**config.mk**
```make
export PLATFORM = sky130hd
export DESIGN_NAME = spi_apb_master_bridge
export DESIGN_NICKNAME = d
export VERILOG_FILES = /design/src/rtl/spi_apb_mst_pkg.sv /design/src/rtl/spi_apb_master_bridge.sv
export SDC_FILE = /design/constraint.sdc
export NUM_CORES = 1
export LEC_CHECK = 0
export BUFFER_PORTS_ARGS = -buffer_cell sky130_fd_sc_hd__buf_4
export CAP_MARGIN = 20
export CORE_MARGIN = 4
export CORE_UTILIZATION = 45
export CTS_BUF_LIST = sky130_fd_sc_hd__clkbuf_4 sky130_fd_sc_hd__clkbuf_8 sky130_fd_sc_hd__clkbuf_16
export DETAILED_ROUTE_END_ITERATION = 16
export PLACE_DENSITY = 0.81
export SYNTH_ARGS = -nofsm -noshare
export SYNTH_HDL_FRONTEND = slang
export SYNTH_SLANG_ARGS = --single-unit
```
**constraint.sdc**
```tcl
create_clock -name HCLK -period 4 [get_ports HCLK]
set_clock_uncertainty 0.2 [all_clocks]
set_input_delay 0.8 -clock HCLK [delete_from_list [all_inputs] [get_ports HCLK]]
set_output_delay 0.8 -clock HCLK [all_outputs]
set_load 0.005 [all_outputs]
```
**src/rtl/spi_apb_mst_pkg.sv**
```systemverilog
// Shared types and constants for the SPI APB master bridge.
//   apb_mst_state_e : bridge FSM state encoding
//   SPI_REG_*       : byte offsets of the SPI master register slave, for
//                     sequencers and benches that build request streams
package spi_apb_mst_pkg;

  typedef enum logic [1:0] {
    ST_IDLE   = 2'd0,
    ST_SETUP  = 2'd1,
    ST_ACCESS = 2'd2,
    ST_RESP   = 2'd3
  } apb_mst_state_e;

  localparam logic [7:0] SPI_REG_STATUS = 8'h00;
  localparam logic [7:0] SPI_REG_CLKDIV = 8'h04;
  localparam logic [7:0] SPI_REG_SPICMD = 8'h08;
  localparam logic [7:0] SPI_REG_SPIADR = 8'h0C;
  localparam logic [7:0] SPI_REG_SPILEN = 8'h10;
  localparam logic [7:0] SPI_REG_SPIDUM = 8'h14;
  localparam logic [7:0] SPI_REG_TXFIFO = 8'h18;
  localparam logic [7:0] SPI_REG_RSVD1C = 8'h1C;
  localparam logic [7:0] SPI_REG_RXFIFO = 8'h20;
  localparam logic [7:0] SPI_REG_INTCFG = 8'h24;

endpackage

```
**src/rtl/spi_apb_master_bridge.sv**
```systemverilog
// APB initiator: converts a valid/ready request stream into APB SETUP/ACCESS
// transfers towards the SPI master register slave and returns read data and
// error status on a valid/ready response stream.
//
// Optional feature macro: SPI_APB_MST_TIMEOUT_EN
//   defined   : ACCESS is aborted after TIMEOUT_CYCLES cycles with PREADY=0
//   undefined : ACCESS waits indefinitely, rsp_timeout_o tied 0
//
// Ports
//   HCLK, HRESET          clock, synchronous active-high reset
//   req_valid_i/ready_o   request handshake; req_write_i/addr_i/wdata_i payload
//   rsp_valid_o/ready_i   response handshake; rsp_rdata_o/err_o/timeout_o payload
//   busy_o                FSM not idle
//   PADDR..PENABLE        APB request side (outputs)
//   PRDATA/PREADY/PSLVERR APB completion side (inputs)
//
// state     | meaning
// ----------+------------------------------------------------
// ST_IDLE   | ready for a request
// ST_SETUP  | APB setup phase, PSEL=1 PENABLE=0, one cycle
// ST_ACCESS | APB access phase, PSEL=1 PENABLE=1, until PREADY
// ST_RESP   | response held on rsp_* until rsp_ready_i
module spi_apb_master_bridge
  import spi_apb_mst_pkg::*;
#(
  parameter int APB_ADDR_WIDTH = 32,
  parameter int TIMEOUT_CYCLES = 256
) (
  input  logic                      HCLK,
  input  logic                      HRESET,
  input  logic                      req_valid_i,
  output logic                      req_ready_o,
  input  logic                      req_write_i,
  input  logic [APB_ADDR_WIDTH-1:0] req_addr_i,
  input  logic [31:0]               req_wdata_i,
  output logic                      rsp_valid_o,
  input  logic                      rsp_ready_i,
  output logic [31:0]               rsp_rdata_o,
  output logic                      rsp_err_o,
  output logic                      rsp_timeout_o,
  output logic                      busy_o,
  output logic [APB_ADDR_WIDTH-1:0] PADDR,
  output logic [31:0]               PWDATA,
  output logic                      PWRITE,
  output logic                      PSEL,
  output logic                      PENABLE,
  input  logic [31:0]               PRDATA,
  input  logic                      PREADY,
  input  logic                      PSLVERR
);

  apb_mst_state_e state, state_nxt;
  logic accept;
  logic xfer_done;
  logic tmo_hit;

  // A limit of zero could never be reached by the counter below.
  if (TIMEOUT_CYCLES < 1) begin : g_tmo_cfg_invalid
  end

  assign accept    = req_valid_i && req_ready_o;
  assign xfer_done = (state == ST_ACCESS) && PREADY;

`ifdef SPI_APB_MST_TIMEOUT_EN
  localparam int TMO_W = $clog2(TIMEOUT_CYCLES + 1);
  logic [TMO_W-1:0] tmo_cnt;

  // PREADY on the limit cycle wins, so the abort requires PREADY=0.
  assign tmo_hit = (state == ST_ACCESS) && !PREADY &&
                   (tmo_cnt == TMO_W'(TIMEOUT_CYCLES - 1));

  always_ff @(posedge HCLK) begin
    if (HRESET) begin
      tmo_cnt       <= '0;
      rsp_timeout_o <= 1'b0;
    end else begin
      if (accept) begin
        tmo_cnt <= '0;
      end else if ((state == ST_ACCESS) && !PREADY && !tmo_hit) begin
        tmo_cnt <= tmo_cnt + 1'b1;
      end
      if (xfer_done) begin
        rsp_timeout_o <= 1'b0;
      end else if (tmo_hit) begin
        rsp_timeout_o <= 1'b1;
      end
    end
  end
`else
  assign tmo_hit       = 1'b0;
  assign rsp_timeout_o = 1'b0;
`endif

  always_ff @(posedge HCLK) begin
    if (HRESET) begin
      state <= ST_IDLE;
    end else begin
      state <= state_nxt;
    end
  end

  always_comb begin
    state_nxt = state;
    case (state)
      ST_IDLE:   if (accept) state_nxt = ST_SETUP;
      ST_SETUP:  state_nxt = ST_ACCESS;
      ST_ACCESS: if (xfer_done || tmo_hit) state_nxt = ST_RESP;
      ST_RESP:   if (rsp_ready_i) state_nxt = ST_IDLE;
      default:   state_nxt = ST_IDLE;
    endcase
  end

  // All decoded from the state register; only req_ready_o also sees HRESET so
  // that nothing is offered or accepted while reset is held.
  always_comb begin
    PSEL        = 1'b0;
    PENABLE     = 1'b0;
    req_ready_o = 1'b0;
    rsp_valid_o = 1'b0;
    busy_o      = (state != ST_IDLE);
    case (state)
      ST_IDLE:   req_ready_o = !HRESET;
      ST_SETUP:  PSEL = 1'b1;
      ST_ACCESS: begin
        PSEL    = 1'b1;
        PENABLE = 1'b1;
      end
      ST_RESP:   rsp_valid_o = 1'b1;
      default:   ;
    endcase
  end

  // APB request fields change only on accept, so they hold across the whole
  // transfer and in IDLE/RESP. Response fields change only on completion.
  always_ff @(posedge HCLK) begin
    if (HRESET) begin
      PADDR       <= '0;
      PWDATA      <= '0;
      PWRITE      <= 1'b0;
      rsp_rdata_o <= '0;
      rsp_err_o   <= 1'b0;
    end else begin
      if (accept) begin
        PADDR  <= req_addr_i & ~APB_ADDR_WIDTH'(3);
        PWDATA <= req_wdata_i;
        PWRITE <= req_write_i;
      end
      if (xfer_done) begin
        rsp_rdata_o <= (PWRITE || PSLVERR) ? 32'h0 : PRDATA;
        rsp_err_o   <= PSLVERR;
      end else if (tmo_hit) begin
        rsp_rdata_o <= 32'h0;
        rsp_err_o   <= 1'b1;
      end
    end
  end

endmodule

```
# Yosys cells after proc, flatten, opt, wreduce, memory -nomap -nowiden
# Cells that the tools add are included.
# op_classes
n_eq_ne	6
n_mux	9
reduce_logical	8
# ops
operator	n
2-to-1 mux 32 bit	1
case mux 2 bit (4 select lines)	1
2-to-1 mux 2 bit	3
!= test 2 bit, second input constant	3
equality test 2 bit, second input constant	2
2-to-1 mux 1 bit	4
AND reduction 3 bit	1
equality test 2 x 1 -> 1 bit, second input constant	1
logical AND 1 bit	2
logical NOT 2 bit	1
nonzero test 2 bit	1
OR reduction 2 bit	1
logical NOT 1 bit	1
logical OR 1 bit	1
# totals
regBits	98
in_bits	103
out_inout_bits	104
elab_cells	29

# Longest topological paths before layout
# logic_depth
word_depth	5
ltp_mapped	8
mapped_depth_nobuf	5

# Worst setup path before layout
# Ideal clock, no wire load.
# synth_timing
path_kind	input-to-output
startpoint	input port HRESET
endpoint	output port req_ready_o
arrival_ns	1.359
t_required_ns	3.000
slack_ns	1.641
path_stages	4
n_path_buf	3
cell_sequence	buf_4 > buf_4 > buf_2 > nor2_1
# synth_between
elab_chain_cells	2
# synth_lines
item	line_no	rtl
start: declaration	spi_apb_master_bridge.sv:30	input logic HRESET,
logical NOT 1 bit	spi_apb_master_bridge.sv:122	ST_IDLE: req_ready_o = !HRESET;
2-to-1 mux 1 bit	spi_apb_master_bridge.sv:121	case (state)
end: declaration	spi_apb_master_bridge.sv:32	output logic req_ready_o,
# No other way between the ends.

# Worst setup path after layout
# Same ends and word-level chain as after synthesis.

==> metrics.cfg <==
[status]
status = finished clean

[synth]
synth.avg_cell_area_um2 = 9.01
syn_inst = 410
synthTopCellsByCount = dfxtp_1 (98), nand2_1 (65), nand2b_1 (65)
synth_warnings = 0
ys_types = 25
seq_area_frac_synth_pct = 53.1
synthFlopType = dfxtp_1
ys_seq_elements = 98
synth_top_cell_area_share_pct = 53.1
synth-edff-count = 0
ys_async_sr_fraction_pct = 0
synthMostInstantiatedCell = dfxtp_1
yosys-top-cells-area = dfxtp_1 (53%), nand2b_1 (11%), nand2_1 (6.6%)
synth_area_um2 = 3690
yosys.area.top_type = dfxtp_1

[worst_hold_path]
min_from = PWDATA[22]
hp-class = flop to flop

[detailed_routing]
post-route-drc-count = 0
drtAntennaViolNets = 0
wire_per_inst_um = 13.6
drt_pass1_iterations = 4
drt_iter0_markers = 98
routed_wl_um = 9510
vias_per_cell = 4.79
num_vias = 3338

[worst_setup_path]
critPathArrivalTime_ps = 1650
required_ps = 3000
crit_start = HRESET
setup.worst_path.class = input pin to output pin
startpoint_type = input pin
r2r-start = state[0]
crit_fanout = 101
critPathCaptureType = output pin

[global_route]
grt_pass1_vias = 3117
grtUsageTotal_pct = 18.6
grt_max_degree = 102
antenna_found_initial = 0
overflow = 0
grt_pass1_wl_um = 15000

[cells_and_area]
fin_util_pct = 68.4
drive_gt1_share_pct = 37.6
diodes = 0
stdcell_count = 697
n_fill_cell = 638
syn_to_final_growth_pct = 45.3
fin_nets = 699

[timing]
rsz0062_at_grt = false
finalSetupViolCount = 0
max_freq_mhz = 377
final_max_slew_viol_count = 0
tightest_slew_ps = 850
tns_ps = 0
relSlewSlack_pct = 43.3
fin_crit_sh_pct = 66.4
final.setup.worst_slack_ps = 1350
min_period_ps = 2650
hold_violations = 0

[clock_tree]
clkLatencyLatePin_ps = 340
cts_resized = 0
post_cts_buffers = 0
cts-htree-levels = 3
cts_buffers = 9
cts_root_buf = clkbuf_8
ctsHoldBuffers = 0
numClockSinks = 98
cts_tree = built
path_clk_slew_ps = 80
clock_path_buffers = 2

[die]
rows = 32
die_area_um2 = 9720
fp.dieW_um = 98.6
start_util_pct = 47.1
coreArea_um2 = 7850
die_h_um = 98.6
io_pins = 207

[placement]
portBuffers = 201
place_ws_ps = 1130
placed_cells = 681
finalWeightedCongestion = 0.799
dpl.hpwl_um = 6930

[power]
power-per-cell-area_nw_per_um2 = 474
p_sw_share_pct = 26.6
combPwrFrac_pct = 25.8
p_leak_nw = 2.40
p_clk_share_pct = 26.4
ir_drop_uv = 280
p_switching_mw = 0.676
p_total_mw = 2.54
p_seq_share_pct = 47.8
p_int_mw = 1.87

[flow_run]
cap_violations = 0

==> cells in the final DEF (no fill, tap or decap), drive strengths merged <==
| cell type | instances |
|---|---|
| mux2i | 1 |
| a22oi | 32 |
| and4bb | 1 |
| conb | 3 |
| buf | 204 |
| a21oi | 1 |
| bufinv | 2 |
| o21ai | 63 |
| nand2b | 65 |
| nor2 | 33 |
| clkinv | 1 |
| clkbuf | 11 |
| inv | 4 |
| nor4 | 1 |
| ha | 4 |
| nor2b | 2 |
| and3b | 1 |
| a211oi | 1 |
| dfxtp | 98 |
| nand3 | 1 |
| nand2 | 65 |
| a211o | 1 |
==> worst max-delay path: stages <==
cell and delay, ps:
buf_4 610, nor2_1 80, buf_4 160
==> per-stage QoR <==
stage / hold slack (ps) / instance area [um2]
after global routing: 289 / 5370
after global placement: 252 / 5130
final: 270 / 5370
after floorplan: 251 / 3700
after CTS: 273 / 5340
after detailed placement: 257 / 5130
==> power groups by stage <==
stage	clock network (mW)	registers, mW	logic [mW]
finish	0.672	1.22	0.656
global route	0.729	1.24	0.728
CTS	0.693	1.22	0.664
detailed placement	0	1.24	0.663
global placement	0	1.23	0.646
floorplan	0	1.24	0.280
==> area by class of cell <==
type	instances	area (um2)	area share [%]
sequential	98	1960	36.5
clock buffer	11	145	2.70
multi-input combinational	275	1500	27.9
clock inverter	3	65.1	1.21
timing repair buffer	204	1560	29.0
tap	102	128	2.38
inverter	4	15.0	0.280
==> state kept, by name, indices dropped and copies added, names as in the netlist <==
register,flops
rsp_rdata_o,32
PADDR,30
state,2
PWRITE,1
rsp_err_o,1
PWDATA,32
==> routing by layer <==
layer,GRT usage (%),vias to the layer above,part of all wire (%)
met4,5.67,0,0.97
li1,-,1699,-
met3,8.21,8,11
met1,22.6,1490,42
met2,29.9,141,46
met5,0,-,0
==> worst paths after layout <==
path,end,cells past startpoint,slack [ps]
min reg2reg,PWDATA[22],2,270
max,req_ready_o,3,1350
min,PWDATA[22],2,270
max reg2reg,PADDR[17],5,1930
==> logic make-up (layout without fill, tap and decap cells) <==
| family | count (synthesis) | count (layout) | share of synthesized area, % |
|---|---|---|---|
| AND/OR/NAND/NOR | 169 | 169 | 22.2 |
| AO/OA/AOI/OAI | 98 | 98 | 16.3 |
| flip-flops | 98 | 98 | 53.1 |
| buffers and inverters | 39 | 222 | 6.70 |
| adder cells (fa/ha/maj) | 4 | 4 | 1.35 |
| other | 1 | 3 | 0.101 |
| multiplexers | 1 | 1 | 0.271 |
Note: power is estimated with default switching activity, not from simulation.
